<file path="config.mk">
export PLATFORM = sky130hd
export DESIGN_NAME = int_trap_csr_flat
export DESIGN_NICKNAME = d
export VERILOG_FILES = /design/src/rtl/int_csr_pkg.sv /design/src/rtl/int_trap_csr_if.sv /design/src/rtl/csr_op_unit.sv /design/src/rtl/int_trap_csr.sv /design/src/flat_wrapper.sv
export SDC_FILE = /design/constraint.sdc
export NUM_CORES = 1
export LEC_CHECK = 0
export BUFFER_PORTS_ARGS = -buffer_cell sky130_fd_sc_hd__clkbuf_2
export CAP_MARGIN = 10
export CELL_PAD_IN_SITES_DETAIL_PLACEMENT = 0
export CELL_PAD_IN_SITES_GLOBAL_PLACEMENT = 1
export CORE_MARGIN = 4
export CORE_UTILIZATION = 40
export CTS_CLUSTER_DIAMETER = 40
export DETAILED_ROUTE_END_ITERATION = 12
export GPL_TIMING_DRIVEN = 0
export PLACE_DENSITY = 0.86
export SYNTH_ARGS = -nofsm -noshare
export SYNTH_HDL_FRONTEND = slang
export SYNTH_HIERARCHICAL = 1
export SYNTH_SLANG_ARGS = --single-unit
</file>
<file path="constraint.sdc">
create_clock -name clk -period 6.25 [get_ports clk]
set_input_delay 0.625 -clock clk [delete_from_list [all_inputs] [get_ports clk]]
set_output_delay 0.625 -clock clk [all_outputs]
set_load 0.05 [all_outputs]
</file>
<file path="src/rtl/int_csr_pkg.sv">
// Shared definitions for the machine trap CSR block: CSR addresses,
// operation codes and trap FSM state encoding.
package int_csr_pkg;

  localparam logic [11:0] CSR_MIE      = 12'h304;
  localparam logic [11:0] CSR_MTVEC    = 12'h305;
  localparam logic [11:0] CSR_MSCRATCH = 12'h340;
  localparam logic [11:0] CSR_MEPC     = 12'h341;
  localparam logic [11:0] CSR_MCAUSE   = 12'h342;

  typedef enum logic [1:0] {
    CSR_OP_NONE = 2'd0,
    CSR_OP_RW   = 2'd1,
    CSR_OP_RS   = 2'd2,
    CSR_OP_RC   = 2'd3
  } csr_op_t;

  typedef enum logic [1:0] {
    ST_IDLE    = 2'd0,
    ST_HANDLER = 2'd1,
    ST_ACK     = 2'd2
  } state_t;

endpackage

</file>
<file path="src/rtl/int_trap_csr_if.sv">
// Core-side CSR access port plus the interrupt controller strobe/cause/done
// handshake. csr_state_o exposes the trap FSM for observation.
//
// Handshake: csr_int_i is a level strobe sampled in IDLE only; the core answers
// with csr_trap_o in the same cycle, and after mret in HANDLER it raises
// csr_int_rst_o for exactly one cycle. No backpressure exists on either side.
interface int_trap_csr_if;
  import int_csr_pkg::*;

  logic [1:0]  csr_op_i;
  logic [11:0] csr_addr_i;
  logic [31:0] csr_wd_i;
  logic [31:0] csr_rd_o;
  logic [31:0] csr_pc_i;
  logic        csr_mret_i;
  logic        csr_int_i;
  logic [31:0] csr_mcause_i;
  logic [31:0] csr_mie_o;
  logic [31:0] csr_mtvec_o;
  logic [31:0] csr_mepc_o;
  logic        csr_trap_o;
  logic        csr_int_rst_o;
  state_t      csr_state_o;

  modport slave (
    input  csr_op_i, csr_addr_i, csr_wd_i, csr_pc_i, csr_mret_i,
           csr_int_i, csr_mcause_i,
    output csr_rd_o, csr_mie_o, csr_mtvec_o, csr_mepc_o, csr_trap_o,
           csr_int_rst_o, csr_state_o
  );

  modport master (
    output csr_op_i, csr_addr_i, csr_wd_i, csr_pc_i, csr_mret_i,
           csr_int_i, csr_mcause_i,
    input  csr_rd_o, csr_mie_o, csr_mtvec_o, csr_mepc_o, csr_trap_o,
           csr_int_rst_o, csr_state_o
  );

endinterface

</file>
<file path="src/rtl/csr_op_unit.sv">
// Combinational CSR read-modify-write: computes the new register value
// from the old value, the operand and the operation.
module csr_op_unit
  import int_csr_pkg::*;
(
  input  logic [31:0] old_val,
  input  logic [31:0] wd,
  input  csr_op_t     op,
  output logic [31:0] new_val
);

  always_comb begin
    new_val = old_val;
    case (op)
      CSR_OP_RW: new_val = wd;
      CSR_OP_RS: new_val = old_val | wd;
      CSR_OP_RC: new_val = old_val & ~wd;
      default:   new_val = old_val;
    endcase
  end

endmodule

</file>
<file path="src/rtl/int_trap_csr.sv">
// Machine trap CSRs and the interrupt entry/return sequencer that answers
// the interrupt controller's strobe/cause/done protocol.
module int_trap_csr
  import int_csr_pkg::*;
#(
  parameter logic [31:0] MTVEC_RST = 32'h0000_0000,
  parameter logic [31:0] MIE_RST   = 32'h0000_0000
) (
  input  logic           clk,
  input  logic           reset,
  int_trap_csr_if.slave  bus
);

  logic [31:0] mie_q, mtvec_q, mscratch_q, mepc_q, mcause_q;
  logic [31:0] rd_val, wr_val;
  logic        addr_hit, wr_en;
  logic        trap_c, take_trap, ack_set, int_rst_q;
  csr_op_t     op;
  state_t      state_q, state_d;

  assign op = csr_op_t'(bus.csr_op_i);

  always_comb begin
    rd_val   = 32'h0;
    addr_hit = 1'b1;
    case (bus.csr_addr_i)
      CSR_MIE:      rd_val = mie_q;
      CSR_MTVEC:    rd_val = mtvec_q;
      CSR_MSCRATCH: rd_val = mscratch_q;
      CSR_MEPC:     rd_val = mepc_q;
      CSR_MCAUSE:   rd_val = mcause_q;
      default:      addr_hit = 1'b0;
    endcase
  end

  assign wr_en = (op != CSR_OP_NONE) && addr_hit;

  csr_op_unit u_op (
    .old_val (rd_val),
    .wd      (bus.csr_wd_i),
    .op      (op),
    .new_val (wr_val)
  );

  // Trap FSM: next state and the per-cycle trap/ack decisions.
  always_comb begin
    state_d   = state_q;
    trap_c    = 1'b0;
    take_trap = 1'b0;
    ack_set   = 1'b0;
    case (state_q)
      ST_IDLE: begin
        trap_c = bus.csr_int_i;
        if (bus.csr_int_i) begin
          take_trap = 1'b1;
          state_d   = ST_HANDLER;
        end
      end
      ST_HANDLER: begin
        if (bus.csr_mret_i) begin
          ack_set = 1'b1;
          state_d = ST_ACK;
        end
      end
      ST_ACK:  state_d = ST_IDLE;
      default: state_d = ST_IDLE;
    endcase
  end

  always_ff @(posedge clk or posedge reset) begin
    if (reset) begin
      state_q   <= ST_IDLE;
      int_rst_q <= 1'b0;
    end else begin
      state_q   <= state_d;
      int_rst_q <= ack_set;
    end
  end

  // Trap capture of mepc/mcause takes priority over a same-cycle CSR write.
  always_ff @(posedge clk or posedge reset) begin
    if (reset) begin
      mie_q      <= MIE_RST;
      mtvec_q    <= MTVEC_RST;
      mscratch_q <= 32'h0;
      mepc_q     <= 32'h0;
      mcause_q   <= 32'h0;
    end else begin
      if (wr_en && bus.csr_addr_i == CSR_MIE)      mie_q      <= wr_val;
      if (wr_en && bus.csr_addr_i == CSR_MTVEC)    mtvec_q    <= wr_val;
      if (wr_en && bus.csr_addr_i == CSR_MSCRATCH) mscratch_q <= wr_val;
      if (take_trap) begin
        mepc_q   <= bus.csr_pc_i;
        mcause_q <= bus.csr_mcause_i;
      end else begin
        if (wr_en && bus.csr_addr_i == CSR_MEPC)   mepc_q     <= wr_val;
        if (wr_en && bus.csr_addr_i == CSR_MCAUSE) mcause_q   <= wr_val;
      end
    end
  end

  assign bus.csr_rd_o      = rd_val;
  assign bus.csr_mie_o     = mie_q;
  assign bus.csr_mtvec_o   = mtvec_q;
  assign bus.csr_mepc_o    = mepc_q;
  assign bus.csr_trap_o    = trap_c & ~reset;
  assign bus.csr_int_rst_o = int_rst_q;
  assign bus.csr_state_o   = state_q;

endmodule

</file>
<file path="src/flat_wrapper.sv">
// flat-port wrapper written by rule: the top's interface ports become plain ports
module int_trap_csr_flat import int_csr_pkg::*;
#(
  parameter logic [31:0] MTVEC_RST = 32'h0000_0000,
  parameter logic [31:0] MIE_RST   = 32'h0000_0000
)
  (clk, reset, bus_csr_op_i, bus_csr_addr_i, bus_csr_wd_i, bus_csr_pc_i, bus_csr_mret_i, bus_csr_int_i, bus_csr_mcause_i, bus_csr_rd_o, bus_csr_mie_o, bus_csr_mtvec_o, bus_csr_mepc_o, bus_csr_trap_o, bus_csr_int_rst_o, bus_csr_state_o);
  int_trap_csr_if bus_i ();
  input  logic clk;
  input  logic reset;
  input wire logic [$bits(bus_i.csr_op_i)-1:0] bus_csr_op_i;
  input wire logic [$bits(bus_i.csr_addr_i)-1:0] bus_csr_addr_i;
  input wire logic [$bits(bus_i.csr_wd_i)-1:0] bus_csr_wd_i;
  input wire logic [$bits(bus_i.csr_pc_i)-1:0] bus_csr_pc_i;
  input wire logic [$bits(bus_i.csr_mret_i)-1:0] bus_csr_mret_i;
  input wire logic [$bits(bus_i.csr_int_i)-1:0] bus_csr_int_i;
  input wire logic [$bits(bus_i.csr_mcause_i)-1:0] bus_csr_mcause_i;
  output wire logic [$bits(bus_i.csr_rd_o)-1:0] bus_csr_rd_o;
  output wire logic [$bits(bus_i.csr_mie_o)-1:0] bus_csr_mie_o;
  output wire logic [$bits(bus_i.csr_mtvec_o)-1:0] bus_csr_mtvec_o;
  output wire logic [$bits(bus_i.csr_mepc_o)-1:0] bus_csr_mepc_o;
  output wire logic [$bits(bus_i.csr_trap_o)-1:0] bus_csr_trap_o;
  output wire logic [$bits(bus_i.csr_int_rst_o)-1:0] bus_csr_int_rst_o;
  output wire logic [$bits(bus_i.csr_state_o)-1:0] bus_csr_state_o;
  assign bus_i.csr_op_i = bus_csr_op_i;
  assign bus_i.csr_addr_i = bus_csr_addr_i;
  assign bus_i.csr_wd_i = bus_csr_wd_i;
  assign bus_i.csr_pc_i = bus_csr_pc_i;
  assign bus_i.csr_mret_i = bus_csr_mret_i;
  assign bus_i.csr_int_i = bus_csr_int_i;
  assign bus_i.csr_mcause_i = bus_csr_mcause_i;
  assign bus_csr_rd_o = bus_i.csr_rd_o;
  assign bus_csr_mie_o = bus_i.csr_mie_o;
  assign bus_csr_mtvec_o = bus_i.csr_mtvec_o;
  assign bus_csr_mepc_o = bus_i.csr_mepc_o;
  assign bus_csr_trap_o = bus_i.csr_trap_o;
  assign bus_csr_int_rst_o = bus_i.csr_int_rst_o;
  assign bus_csr_state_o = bus_i.csr_state_o;
  int_trap_csr #(.MTVEC_RST(MTVEC_RST), .MIE_RST(MIE_RST)) u_core (.clk(clk), .reset(reset), .bus(bus_i));
endmodule
</file>
==> reports/results.ini, run 1 <==
[clock_tree]
post_cts_buffers = 0
cts_max_path_buffers = 2
ctsRootBufferMaster = clkbuf_16
cts_hold_buffers = 0
cts-resized-gates = 0
cts.sinks = 163
clkTransAtPathRegs_ns = 0.06
clk_latency_ns = 0.44
cts_buffers = 17
htreeDepth = 4
cts_tree = done

[yosys]
synth_seq_cells = 163
syn-cell-area_mm2 = 0.00931
ys_types = 37
postSynthCellCount = 923
ys_warn_count = 6
seq_area_frac_synth_pct = 43.8
syn_avg_cell_area_um2 = 10.1
syn_nets = 1037

[worst_setup_path]
cp.arrival_ns = 3.47
worst-path-buf-inv = 4
required_ns = 5.62
cpPeakStageDelay_ns = 0.69
cp.depth = 7
critical-path-top-delay-family = buffers and inverters
crit_chain = clkbuf_2 -> clkbuf_1 -> nand4b_1 -> nor2_1 -> clkbuf_1 -> a22o_1 -> clkbuf_2
r2r-start = u_core/bus.csr_state_o[1]
worstReg2RegEnd = u_core/bus.csr_mepc_o[10]
crit_fanout = 10
path_class = primary input to output pin
rrSetupSlack_ns = 4.04
reg2regPathDepth = 6
cp_slowest_cell = clkbuf_1
end_kind = output pin
cp-start-kind = primary input

[power]
total_power_mw = 3.68
irDropWorstVdd_uv = 185
power_density_mw_per_mm2 = 319
p_leak_nw = 5.62

[floorplanning]
initial_core_util_pct = 40.9
core_area_mm2 = 0.0228
dieArea_mm2 = 0.0258
fp.dieW_um = 161
rows = 55
ios = 246
die_h_um = 161

[timing]
max_freq_mhz = 244
setup_tns_ns = 0
worst_pin_slew_ns = 1.15
skew_ns = 0.00957
finalSetupViolations = 0
hold_viol_final = 0
period_share_pct = 65.5
rsz0062_at_grt = no
worst_slack_ns = 2.15
post-route-min-period_ns = 4.10
relSlewSlack_pct = 23.5
final_max_slew_viol_count = 0

[detailed_routing]
vias = 8780
route.detailed.drc = 0
drt-wirelength-per-cell_um = 23.1
drtIter0Drc = 753
dr.pass1.iters = 6
drt-total-wl_mm = 35.0
final_antenna_net_count = 0
avgViaCountPerCell = 5.80

[run]
cap_violations = 0

[cells_and_area]
fin_area_mm2 = 0.0116
final_util_pct = 50.7
area_growth_pct = 24.1
drive_gt1_share_pct = 33.3
nNetsFinal = 1301

[global_routing]
grt_pass1_vias = 8837
grt_busiest_layer = met2
overflow = 0
grt_max_degree = 86
track_usage_pct = 26.4
grt.met3_usage_pct = 5.88
grtUsageMet1_pct = 35.1
antenna_found_initial = 1
grt_pass1_wl_mm = 52.3
gr-usage-met2_pct = 41.4

[place]
dp_hpwl_mm = 25.0
numPortBuffers = 244
place_area_mm2 = 0.0110
globalplace.congestion = 0.868
dp_slack_ns = 2.16

[status]
status = finished, final reports clean

[hold_path]
hp-class = primary input to async pin

cell usage in the layout, fill, tap and decap left out, types with 3 or more instances in the layout:
cell,synthesis,routed
o22ai_1,32,32
o211ai_1,32,32
clkbuf_1,55,56
mux2_4,30,30
mux2_1,3,3
nand2_1,68,68
nor3_1,3,3
and3_1,32,32
clkbuf_16,0,17
dfrtp_1,163,163
o21ai_1,10,10
buf_8,3,3
mux2i_1,64,64
buf_1,7,7
clkinv_4,0,3
nor2_1,42,42
buf_4,5,5
inv_1,34,33
buf_2,10,10
o21ai_0,55,55
a22o_1,31,31
a21oi_1,32,32
xnor2_1,32,32
clkbuf_2,0,244
a31oi_1,33,33
inv_6,0,4
clkinvlp_4,0,4
mux2_2,63,63
buf_6,7,7
nand3_1,33,33
a22oi_1,32,32
state kept, by name, indices dropped and copies added, names as in the netlist:
| name | count |
|---|---|
| u_core/bus.csr_int_rst_o | 1 |
| u_core/mcause_q | 32 |
| u_core/bus.csr_state_o | 2 |
| u_core/bus.csr_mie_o | 32 |
| u_core/bus.csr_mepc_o | 32 |
| u_core/mscratch_q | 32 |
| u_core/bus.csr_mtvec_o | 32 |
how the worst max path moves through the flow:
stage	start	to	slack (ns)
after floorplan	reset	u_core/bus.csr_int_rst_o	1.22
after global placement	reset	u_core/bus.csr_mie_o[6]	-0.71
after detailed placement	bus_csr_addr_i[0]	u_core/bus.csr_mepc_o[2]	2.16
after CTS	bus_csr_addr_i[0]	bus_csr_rd_o[24]	2.26
after global routing	bus_csr_addr_i[0]	bus_csr_rd_o[24]	2.11
final	bus_csr_addr_i[0]	bus_csr_rd_o[24]	2.15
per-stage QoR:
stage | hold slack (ns) | cells
after detailed placement | 0.492 | 1481
after global routing | 0.352 | 1514
final | 0.280 | 1514
after floorplan | 0.457 | 923
after global placement | 0.471 | 1480
after CTS | 0.307 | 1513
cell type report:
| cell class | count | area (um^2) |
|---|---|---|
| multi-input combinational | 638 | 4650 |
| tap | 313 | 392 |
| antenna | 1 | 2.50 |
| clock buffer | 19 | 443 |
| clock inverter | 13 | 151 |
| timing repair buffer | 245 | 1250 |
| buffer | 88 | 458 |
| fill | 2176 | 11200 |
| sequential | 163 | 4080 |
| inverter | 34 | 135 |
cell usage after synthesis, drive strengths merged:
| cell | n | share of area [%] |
|---|---|---|
| buf | 32 | 2.6 |
| nand3b | 1 | 0.081 |
| nand2 | 68 | 2.7 |
| and3 | 32 | 2.2 |
| a31oi | 33 | 2.2 |
| o22ai | 32 | 2.2 |
| o211ai | 32 | 2.6 |
| or3 | 1 | 0.067 |
| nand4b | 1 | 0.094 |
| nand3 | 33 | 1.8 |
| o21a | 1 | 0.081 |
| mux2i | 64 | 6.9 |
| clkbuf | 56 | 2.4 |
| nor3 | 4 | 0.27 |
| xnor2 | 32 | 3.0 |
| dfrtp | 163 | 44 |
| or4b | 1 | 0.15 |
| a22oi | 32 | 2.6 |
| and4bb | 1 | 0.13 |
| nand4 | 1 | 0.067 |
| mux2 | 96 | 13 |
| inv | 34 | 1.4 |
| nor2 | 42 | 1.7 |
| o21ai | 65 | 3.5 |
| a21oi | 32 | 1.7 |
| nor4b | 1 | 0.094 |
| and2 | 2 | 0.13 |
| a22o | 31 | 2.9 |
routing by layer:
metal,vias up,share of wire [%]
met1,4325,42
li1,3895,-
met3,87,8.5
met5,-,0
met2,473,46
met4,0,4.2
cells by family after synthesis:
family / share of synthesized area, %
compound gates: 17.7
xor+xnor: 3.01
flops: 43.8
mux: 19.7
buf+inv: 6.29
simple gates: 9.45
power breakdown:
group	switching, mW	internal, mW
clock network	0.468	0.606
registers	0.160	1.26
logic	0.851	0.336
total	1.48	2.20
No activity file was read; power rests on OpenSTA's default activity.
==> inputs of run 2 (changes only) <==
ABC_AREA = 1   (was unset)
CORE_UTILIZATION = 38   (was 40)
PLACE_DENSITY = 0.87   (was 0.86)
clock period = 4 ns   (was 6.25 ns; I/O delays follow)
==> run 2 against run 1 <==
Compared with the run above: via count up 14%; cell count rose by 30%; worst hold slack worse by 0.099 ns; critical path depth is 1 lower; non-clock buffer count down 1; critical endpoint is now bus_csr_trap_o.
==> reports/results.ini, run 2 <==
[status]
status = finished, final reports clean

[detailed_routing]
drtIter0Drc = 848  ; +13%
dr.pass1.iters = 5  ; -1
drt-total-wl_mm = 37.7  ; +7.8%
avgViaCountPerCell = 5.08  ; -12%
final_antenna_net_count = 0  ; unchanged
drt-wirelength-per-cell_um = 19.2  ; -17%
vias = 9978  ; +14%
route.detailed.drc = 0  ; unchanged

[timing]
final_max_slew_viol_count = 0  ; unchanged
skew_ns = 0.00844  ; -0.00112 ns
worst_slack_ns = 1.20  ; -0.956 ns
relSlewSlack_pct = 47.5  ; +24 points
max_freq_mhz = 357
post-route-min-period_ns = 2.80
finalSetupViolations = 0  ; unchanged
worst_pin_slew_ns = 0.787  ; -0.361 ns
period_share_pct = 70.0
hold_viol_final = 0  ; unchanged
setup_tns_ns = 0  ; unchanged
rsz0062_at_grt = no

[floorplanning]
initial_core_util_pct = 39.0  ; -1.9 points
die_h_um = 167  ; +4.0%
rows = 57  ; +3.6%
dieArea_mm2 = 0.0279  ; +8.1%
ios = 246  ; unchanged
core_area_mm2 = 0.0246  ; +8.0%
fp.dieW_um = 167  ; +4.0%

[global_routing]
overflow = 0  ; unchanged
grt_max_degree = 41  ; -52%
grt_pass1_wl_mm = 56.9  ; +8.9%
antenna_found_initial = 2  ; +1
grt_pass1_vias = 9813  ; +11%
track_usage_pct = 26.4  ; about the same

[cells_and_area]
final_cell_mix = 563 x nand2_1, 245 x clkbuf_2, 163 x dfrtp_1, 161 x nand3_1, 118 x inv_1
area_growth_pct = 24.4
nNetsFinal = 1742  ; +34%
drive_gt1_share_pct = 28.1  ; -5.1 points
final_common_cell = nand2_1

[clock_tree]
clk_latency_ns = 0.42  ; -0.02 ns
cts-resized-gates = 0  ; unchanged
cts_buffers = 17  ; unchanged
cts_max_path_buffers = 2  ; unchanged
ctsRootBufferMaster = clkbuf_16
cts_tree = done
post_cts_buffers = 0  ; unchanged
cts_hold_buffers = 1  ; +1
cts.sinks = 163  ; unchanged
htreeDepth = 4  ; unchanged
clkTransAtPathRegs_ns = 0.06  ; about the same

[yosys]
ys_types = 24  ; -35%
synth_edf_count = 0  ; unchanged
synthArstFlopShare_pct = 100  ; unchanged
postSynthCellCount = 1359  ; +47%
syn_avg_cell_area_um2 = 7.06  ; -30%
yosys_most_used_dff = dfrtp_1
ys_warn_count = 6  ; unchanged
synth.largest_area_cell = dfrtp_1
yosys.area.top_type_share_pct = 42.5  ; -1.3 points
synthTopCellsByArea = dfrtp_1 42%, nand2_1 22%, nand3_1 8.4%
seq_area_frac_synth_pct = 42.5  ; -1.3 points
synth_seq_cells = 163  ; unchanged
synth_common_cells = 563 x nand2_1, 163 x dfrtp_1, 161 x nand3_1
syn-cell-area_mm2 = 0.00960  ; +3.1%
synth.most_common_cell = nand2_1
syn_nets = 1473  ; +42%

[worst_setup_path]
required_ns = 3.60  ; -2.02 ns
path_class = register to output pin
cp.arrival_ns = 2.40  ; -1.07 ns
cp-start-kind = register
end_kind = output pin
rrSetupSlack_ns = 1.90  ; -2.14 ns
crit_fanout = 10  ; unchanged

[power]
p_comb_share_pct = 29.6  ; -2.6 points
p_sw_share_pct = 38.5  ; -1.6 points
clock_power_share_pct = 31.8  ; +2.6 points
power_density_mw_per_mm2 = 454  ; +43%
irDropWorstVdd_uv = 272  ; +47%
pwr-share-seq_pct = 38.6  ; about the same
p_int_mw = 3.34  ; +51%
switchingPower_mw = 2.09  ; +42%
p_leak_nw = 6.87  ; +22%

[hold_path]
hp-class = primary input to register

[place]
dp_slack_ns = 1.35  ; -0.806 ns
numPortBuffers = 245  ; +0.41%
dp_hpwl_mm = 27.7  ; +11%
globalplace.congestion = 0.863  ; -0.55%

[run]
cap_violations = 0  ; unchanged

[run 2: cell types whose count changed in the layout (fill, tap and decap cells not counted), sizes merged, moves of 64 or more]
cell / delta
nand3: +130
o21ai: +80
mux2: -96
mux2i: -64
nand2: +526
inv: +88
[run 2: per-stage QoR]
| stage | hold WS, ns | total power [mW] | cell area [um^2] | cells | util (%) |
|---|---|---|---|---|---|
| floorplan | 0.451 | 3.19 | 9600 | 1359 | - |
| global placement | 0.462 | 3.69 | 11200 | 1928 | 45.7 |
| detailed placement | 0.418 | 3.72 | 11300 | 1932 | 46.0 |
| CTS | 0.166 | 5.46 | 11900 | 1964 | 48.5 |
| global route | 0.219 | 5.69 | 11900 | 1965 | 48.5 |
| finish | 0.181 | 5.43 | 11900 | 1965 | 48.5 |
[run 2: final cells by class]
class / instances / area (um^2)
multi-input cells: 989 / 4520
diodes: 1 / 2.50
repair buffers: 250 / 1320
inverters: 125 / 475
flip-flops and latches: 163 / 4080
well taps: 324 / 405
plain buffers: 82 / 531
clock buffers: 20 / 467
clock inverters: 11 / 150
fillers: 2519 / 12700
[run 2: cell families (layout without fill, tap and decap cells)]
family | after synthesis | count (layout) | synth area share, %
other cells | 0 | 1 | 0
buf+inv | 207 | 488 | 10.4
simple gates | 844 | 844 | 37.1
compound gates | 145 | 145 | 9.98
flops | 163 | 163 | 42.5
[run 2: routing by layer]
| layer | vias up | track usage [%] | routed length [um] |
|---|---|---|---|
| met3 | 67 | 6.61 | 3380 |
| met5 | - | 0 | 20 |
| met1 | 4670 | 35.1 | 15800 |
| li1 | 4780 | - | - |
| met2 | 459 | 42.1 | 17300 |
| met4 | 2 | 9.36 | 1190 |
[run 2: worst max-delay path: stages, from the launching register on]
cell and delay [ns]:
dfrtp_1 0.37, nor2_1 0.06, nand2_1 0.23, buf_2 0.36, clkbuf_1 0.60, nor2_1 0.08
clkbuf_2 0.26
[run 2: power by group through the flow]
stage | sequential (mW) | clock, mW | combinational [mW]
5_1_grt | 2.13 | 1.82 | 1.74
3_5_place_dp | 2.13 | 0 | 1.60
4_1_cts | 2.10 | 1.75 | 1.61
6_report | 2.10 | 1.72 | 1.61
2_1_floorplan | 2.57 | 0 | 0.617
3_3_place_gp | 2.12 | 0 | 1.57
[run 2: path summary, 6_finish.rpt]
check | startpoint | endpoint | depth (start not counted)
setup / recovery | u_core/bus.csr_state_o[1] | bus_csr_trap_o | 6
hold / removal | bus_csr_mret_i | u_core/bus.csr_state_o[0] | 2
setup reg to reg | u_core/bus.csr_state_o[1] | u_core/mcause_q[4] | 7
hold reg to reg | u_core/mscratch_q[11] | u_core/mscratch_q[11] | 2
max in group asynchronous | reset | u_core/mcause_q[12] | 5
min in group asynchronous | reset | u_core/mcause_q[24] | 3
